<file path="src/rtl/regfile_wr_arb.sv">
`timescale 1ns/1ps
`default_nettype none
// ============================================================================
// Module      : regfile_wr_arb
// Description : Write-port arbiter for the core register file. It shares the
//               port between writeback, a load-return FIFO and an aux
//               handshake, and drives the port from a registered stage.
//               Optional build macro: REGFILE_WR_ARB_ADDR_FILTER_EN
//               (drops unimplemented addresses, adds err_unimpl).
// Revision    : 1.0 - initial release
// ============================================================================
module regfile_wr_arb #(
   parameter int LD_DEPTH     = 2,
   parameter int AUX_MAX_WAIT = 8
) (
   input  logic        clk,
   input  logic        rst_a,
   input  logic        wb_we,
   input  logic [4:0]  wb_addr,
   input  logic [31:0] wb_data,
   output logic        wb_stall,
   input  logic        ld_valid,
   input  logic [4:0]  ld_addr,
   input  logic [31:0] ld_data,
   output logic        ld_full,
   input  logic        aux_req,
   input  logic [4:0]  aux_addr,
   input  logic [31:0] aux_data,
   output logic        aux_ack,
`ifdef REGFILE_WR_ARB_ADDR_FILTER_EN
   output logic        err_unimpl,
`endif
   input  logic [4:0]  rd_addr_a,
   input  logic [4:0]  rd_addr_b,
   output logic        ld_pend_hit,
   output logic [4:0]  address_w,
   output logic [31:0] wr_data,
   output logic        we,
   output logic        ck_en_w
);

   // Storage is sized for the largest legal depth; only LD_DEPTH slots are used.
   localparam int c_SLOTS = 4;

   logic [1:0]         r_wr_ptr;
   logic [1:0]         r_rd_ptr;
   logic [2:0]         r_count;
   logic [c_SLOTS-1:0] r_vld;
   logic [36:0]        r_mem [c_SLOTS];
   logic [3:0]         r_starve;
   logic               r_ld_src;

   logic        w_full;
   logic        w_nempty;
   logic        w_aux_hi;
   logic        w_gnt_wb;
   logic        w_gnt_aux;
   logic        w_gnt_ld;
   logic        w_push;
   logic        w_wr;
   logic [4:0]  w_sel_addr;
   logic [31:0] w_sel_data;
   logic        w_wb_ok;
   logic        w_ld_ok;
   logic        w_aux_ok;
   logic        w_hit;

   function automatic logic [1:0] ptr_inc(input logic [1:0] p);
      return (p == 2'(LD_DEPTH - 1)) ? 2'd0 : p + 2'd1;
   endfunction

`ifdef REGFILE_WR_ARB_ADDR_FILTER_EN
   function automatic logic addr_ok(input logic [4:0] a);
      return (a <= 5'd3) || ((a >= 5'd10) && (a <= 5'd15)) || (a >= 5'd26);
   endfunction

   assign w_wb_ok  = addr_ok(wb_addr);
   assign w_ld_ok  = addr_ok(ld_addr);
   assign w_aux_ok = addr_ok(aux_addr);

   always_ff @(posedge clk) begin
      if (rst_a) begin
         err_unimpl <= 1'b0;
      end else begin
         err_unimpl <= (w_gnt_wb && !w_wb_ok) || (w_gnt_aux && !w_aux_ok) ||
                       (ld_valid && !w_full && !w_ld_ok);
      end
   end
`else
   assign w_wb_ok  = 1'b1;
   assign w_ld_ok  = 1'b1;
   assign w_aux_ok = 1'b1;
`endif

   // Grants are masked during reset so nothing is popped or acknowledged.
   always_comb begin
      w_full     = (r_count == 3'(LD_DEPTH));
      w_nempty   = (r_count != 3'd0);
      w_aux_hi   = aux_req && (r_starve >= 4'(AUX_MAX_WAIT));
      w_gnt_wb   = !rst_a && wb_we;
      w_gnt_aux  = !rst_a && !wb_we && aux_req && (w_aux_hi || !w_nempty);
      w_gnt_ld   = !rst_a && !wb_we && !w_aux_hi && w_nempty;
      w_push     = !rst_a && ld_valid && !w_full && w_ld_ok;
      w_sel_addr = r_mem[r_rd_ptr][36:32];
      w_sel_data = r_mem[r_rd_ptr][31:0];
      if (w_gnt_wb) begin
         w_sel_addr = wb_addr;
         w_sel_data = wb_data;
      end else if (w_gnt_aux) begin
         w_sel_addr = aux_addr;
         w_sel_data = aux_data;
      end
      w_wr = (w_gnt_wb && w_wb_ok) || w_gnt_ld || (w_gnt_aux && w_aux_ok);
   end

   always_comb begin
      w_hit = r_ld_src && ((address_w == rd_addr_a) || (address_w == rd_addr_b));
      for (int i = 0; i < c_SLOTS; i++) begin
         if (r_vld[i] && ((r_mem[i][36:32] == rd_addr_a) || (r_mem[i][36:32] == rd_addr_b))) begin
            w_hit = 1'b1;
         end
      end
   end

   assign ld_full     = w_full;
   assign aux_ack     = w_gnt_aux;
   assign ld_pend_hit = w_hit;

   // Payload storage needs no reset; validity is tracked by r_vld and r_count.
   always_ff @(posedge clk) begin
      if (w_push) begin
         r_mem[r_wr_ptr] <= {ld_addr, ld_data};
      end
   end

   always_ff @(posedge clk) begin
      if (rst_a) begin
         r_wr_ptr  <= 2'd0;
         r_rd_ptr  <= 2'd0;
         r_count   <= 3'd0;
         r_vld     <= '0;
         r_starve  <= 4'd0;
         r_ld_src  <= 1'b0;
         wb_stall  <= 1'b0;
         address_w <= 5'd0;
         wr_data   <= 32'd0;
         we        <= 1'b0;
         ck_en_w   <= 1'b0;
      end else begin
         // Push and pop never target the same slot: push needs !full, pop needs !empty.
         if (w_push) begin
            r_vld[r_wr_ptr] <= 1'b1;
            r_wr_ptr        <= ptr_inc(r_wr_ptr);
         end
         if (w_gnt_ld) begin
            r_vld[r_rd_ptr] <= 1'b0;
            r_rd_ptr        <= ptr_inc(r_rd_ptr);
         end
         case ({w_push, w_gnt_ld})
            2'b10:   r_count <= r_count + 3'd1;
            2'b01:   r_count <= r_count - 3'd1;
            default: r_count <= r_count;
         endcase

         wb_stall <= w_full;

         if (!aux_req || w_gnt_aux) begin
            r_starve <= 4'd0;
         end else if (r_starve != 4'd15) begin
            r_starve <= r_starve + 4'd1;
         end

         we       <= w_wr;
         ck_en_w  <= w_wr;
         r_ld_src <= w_gnt_ld;
         if (w_wr) begin
            address_w <= w_sel_addr;
            wr_data   <= w_sel_data;
         end
      end
   end

endmodule
`default_nettype wire

</file>
<file path="config.mk">
export PLATFORM = sky130hd
export DESIGN_NAME = regfile_wr_arb
export DESIGN_NICKNAME = d
export VERILOG_FILES = /design/src/rtl/regfile_wr_arb.sv
export SDC_FILE = /design/constraint.sdc
export NUM_CORES = 1
export LEC_CHECK = 0
export BUFFER_PORTS_ARGS = -buffer_cell sky130_fd_sc_hd__buf_2
export CAP_MARGIN = 20
export CORE_MARGIN = 5
export CORE_UTILIZATION = 40
export DETAILED_ROUTE_END_ITERATION = 8
export MAX_ROUTING_LAYER = met4
export SYNTH_ARGS = -nofsm -noshare
export SYNTH_HDL_FRONTEND = slang
export SYNTH_SLANG_ARGS = --single-unit
</file>
<file path="constraint.sdc">
create_clock -name clk -period 2.9 [get_ports clk]
set_clock_uncertainty 0.15 [all_clocks]
set_input_delay 0.145 -clock clk [delete_from_list [all_inputs] [get_ports clk]]
set_output_delay 0.145 -clock clk [all_outputs]
set_load 0.05 [all_outputs]
</file>
==> results.py <==
metrics = {
    "detailed_routing": {
        "drc_errors": 0,
        "met2WireLength_um": 11900,
        "m1WireLength_um": 9400,
        "drt_first_pass_iters": 5,
        "dr.max_layer_used": "met4",
        "antenna_left": 0,
        "routed_wl_um": 22900,
        "vias": 6034,
        "route.met3.wl_um": 1030,
        "wire_per_inst_um": 19.9,
        "vias_per_cell": 5.27,
        "first_iter_violations": 483,
    },
    "finish": {
        "fin_nets": 982,
        "fin_util": 0.532,
        "syn_to_final_growth_pct": 32.0,
        "antennaDiodeCount": 0,
        "instances_no_fill": 1146,
        "final_layout_size_suffix_gt1_frac": 0.314,
        "stdcell_area_um2": 11500,
    },
    "placed_design": {
        "place_ws_ns": 0.351,
        "gp_congestion": 0.856,
        "port_buffers": 168,
        "hpwl_um": 15400,
        "place_area_um2": 9860,
        "dpl.cell_count": 1014,
    },
    "global_route": {
        "grt_pass1_vias": 6331,
        "grt_use_total": 0.189,
        "antenna_found_initial": 0,
        "grt_max_degree": 41,
        "grt.overflow.total": 0,
        "grt_first_pass_wirelength_um": 35200,
    },
    "status": {
        "status": "completed",
    },
    "logic_synthesis": {
        "ys_seq_area_frac": 0.641,
        "yosysTopAreaCell": "edfxtp_1",
        "netlist_area_um2": 8710,
        "ys_seq_elements": 205,
        "ys.flop_type": "edfxtp_1",
        "synth_nets": 722,
        "synth_area_leaders": "edfxtp_1 51%, dfxtp_1 13%, mux4_2 9.6%",
        "synth.avg_cell_area_um2": 14.7,
        "synthDominantCellAreaShare": 0.510,
        "synth_warnings": 0,
        "yosysMostFrequentCell": "edfxtp_1",
        "synth_edf_count": 148,
        "syn_inst": 592,
        "yosys-top-cells-count": "148 x edfxtp_1, 57 x dfxtp_1, 37 x mux4_2",
        "synth-async-reset-ratio": 0,
        "ys_types": 52,
    },
    "power_and_ir_drop": {
        "p_per_area_nw_per_um2": 627,
        "power_mw": 7.21,
        "power_leakage_nw": 4.38,
        "irDropWorstVdd_mv": 0.378,
    },
    "critical_path": {
        "crit_fanout": 5,
        "rr_worst_depth": 10,
        "path_cells": "or3b_1, inv_2, nor3b_4, inv_2, ha_1, inv_1, fa_1, xor2_1, or3_1, a21oi_1",
        "worstPathArrival_ns": 2.87,
        "r2r_end": "r_count[2]$_SDFFE_PP0P_",
        "critPathLaunchType": "register",
        "worstReg2RegStart": "r_count[1]$_SDFFE_PP0P_",
        "crit_slowest_cell": "or3b_1",
        "required_ns": 3.18,
        "path_buf_inv": 3,
        "reg2reg_slack_ns": 0.31,
        "crit_top_cell": "inv_2",
        "critPathTopFamily": "simple AND/OR/NAND/NOR gates",
        "cp.depth": 10,
        "endpoint_kind": "register",
        "worst_path_largest_cell_delay_ns": 0.41,
        "crit_type": "reg -> reg",
    },
    "clock_tree": {
        "path_clk_slew_ns": 0.06,
        "cts_root_buffer": "clkbuf_16",
        "clk_path_buf_depth": 3,
        "cts_buffers": 20,
        "cts_max_level": 1,
        "clkSinkCount": 205,
        "cts_resized": 0,
        "tritoncts": "done",
        "clk-insertion-delay-late_ns": 0.49,
    },
    "worst_hold_path": {
        "hold_path_startpoint": "aux_data[12]",
        "hold_end": "wr_data[12]$_SDFFE_PP0P_",
        "hp-class": "in -> reg",
        "hold_path_depth": 4,
    },
    "floorplanning": {
        "num_io_pins": 169,
        "core_area_um2": 21600,
        "rows": 54,
        "die_width_um": 158,
        "dieArea_um2": 24800,
        "die_h_um": 158,
        "start_util": 0.403,
    },
    "timing": {
        "rsz0062_at_grt": "false",
        "timing.hold.ws_ns": 0.0333,
        "setup_violations": 0,
        "max_freq_ghz": 0.386,
        "setup_ws_ns": 0.311,
        "slew_violations": 0,
        "relSlewSlack": 0.563,
        "finalCritPeriodShare": 0.893,
        "min_period_ns": 2.59,
        "hold_viol": 0,
        "worstMarginPinSlew_ns": 0.655,
        "setup-tns-final_ns": 0,
    },
    "job": {
        "cap_violations": 0,
    },
}
## flip-flops by register name, summed over array words and instances (netlist names), named ones only
signal / count
r_mem: 148
r_rd_ptr: 2
ck_en_w: 1
wr_data: 32
r_ld_src: 1
r_vld: 4
address_w: 5
wb_stall: 1
r_starve: 4
r_count: 3
r_wr_ptr: 2
## metal layers
metal,GRT usage,up-vias
met5,-,-
met4,0.0537,0
met3,0.0278,49
met2,0.317,169
met1,0.240,3013
li1,-,2803
## timing repair
action / CTS / global route
endpoints found under the setup margin: 0 / 3
endpoints found under the hold margin: 197 / 0
hold buffers: 95 / 0
buffers inserted: 0 / 1
## cells in the final DEF, fill, tap and decap left out, types with 12 or more instances in the layout
| cell | instances |
|---|---|
| clkbuf_16 | 21 |
| xor2_1 | 30 |
| buf_2 | 168 |
| o21ai_0 | 12 |
| a22oi_1 | 15 |
| a21o_1 | 20 |
| dlygate4sd3_1 | 95 |
| o22ai_1 | 15 |
| edfxtp_1 | 148 |
| nor2_1 | 16 |
| a31oi_1 | 23 |
| dfxtp_1 | 55 |
| nand2_1 | 24 |
| xnor2_1 | 25 |
| buf_4 | 14 |
| a221oi_1 | 22 |
| inv_1 | 29 |
| nand3_1 | 12 |
| mux4_2 | 37 |
## final cells by class
cell class / count / area [um2]
clock buffer: 27 / 568
clock inverter: 9 / 100
fill: 1813 / 10100
inverter: 31 / 116
multi-input combinational: 312 / 2780
sequential: 205 / 5590
tap: 280 / 350
timing repair buffer: 282 / 2000
## power by group
group / leakage [nW] / internal, mW / switching, mW / total, mW
clock network: 0.320 / 1.56 / 1.05 / 2.61
logic: 2.25 / 0.490 / 0.751 / 1.24
registers: 1.82 / 3.27 / 0.0823 / 3.36
total: 4.38 / 5.32 / 1.89 / 7.21
## logic make-up after synthesis
kind of cell | Yosys count | synth area share
AO/OA/AOI/OAI | 130 | 0.104
XOR/XNOR | 55 | 0.0553
adder cells (fa/ha/maj) | 4 | 0.00661
buffers and inverters | 75 | 0.0417
flip-flops | 205 | 0.641
multiplexers | 38 | 0.0969
AND/OR/NAND/NOR | 85 | 0.0536
## worst max path at each step
stage,start,end,slack [ns]
global route,r_count[0]$_SDFFE_PP0P_,wr_data[3]$_SDFFE_PP0P_,0.11
detailed placement,r_count[1]$_SDFFE_PP0P_,r_count[2]$_SDFFE_PP0P_,0.35
global placement,r_count[1]$_SDFFE_PP0P_,r_count[2]$_SDFFE_PP0P_,0.44
floorplan,r_count[0]$_SDFFE_PP0P_,r_vld[1]$_SDFF_PP0_,0.23
CTS,r_count[2]$_SDFFE_PP0P_,wr_data[27]$_SDFFE_PP0P_,0.17
finish,r_count[1]$_SDFFE_PP0P_,r_count[2]$_SDFFE_PP0P_,0.31
## worst reg2reg max path, cell delays in order (launching register included)
cell and delay (ns):
dfxtp_1 0.39, or3b_1 0.41, inv_2 0.10, nor3b_4 0.06, inv_2 0.15, ha_1 0.22
inv_1 0.07, fa_1 0.37, xor2_1 0.16, or3_1 0.30, a21oi_1 0.15
(Power assumes the default switching activity.)
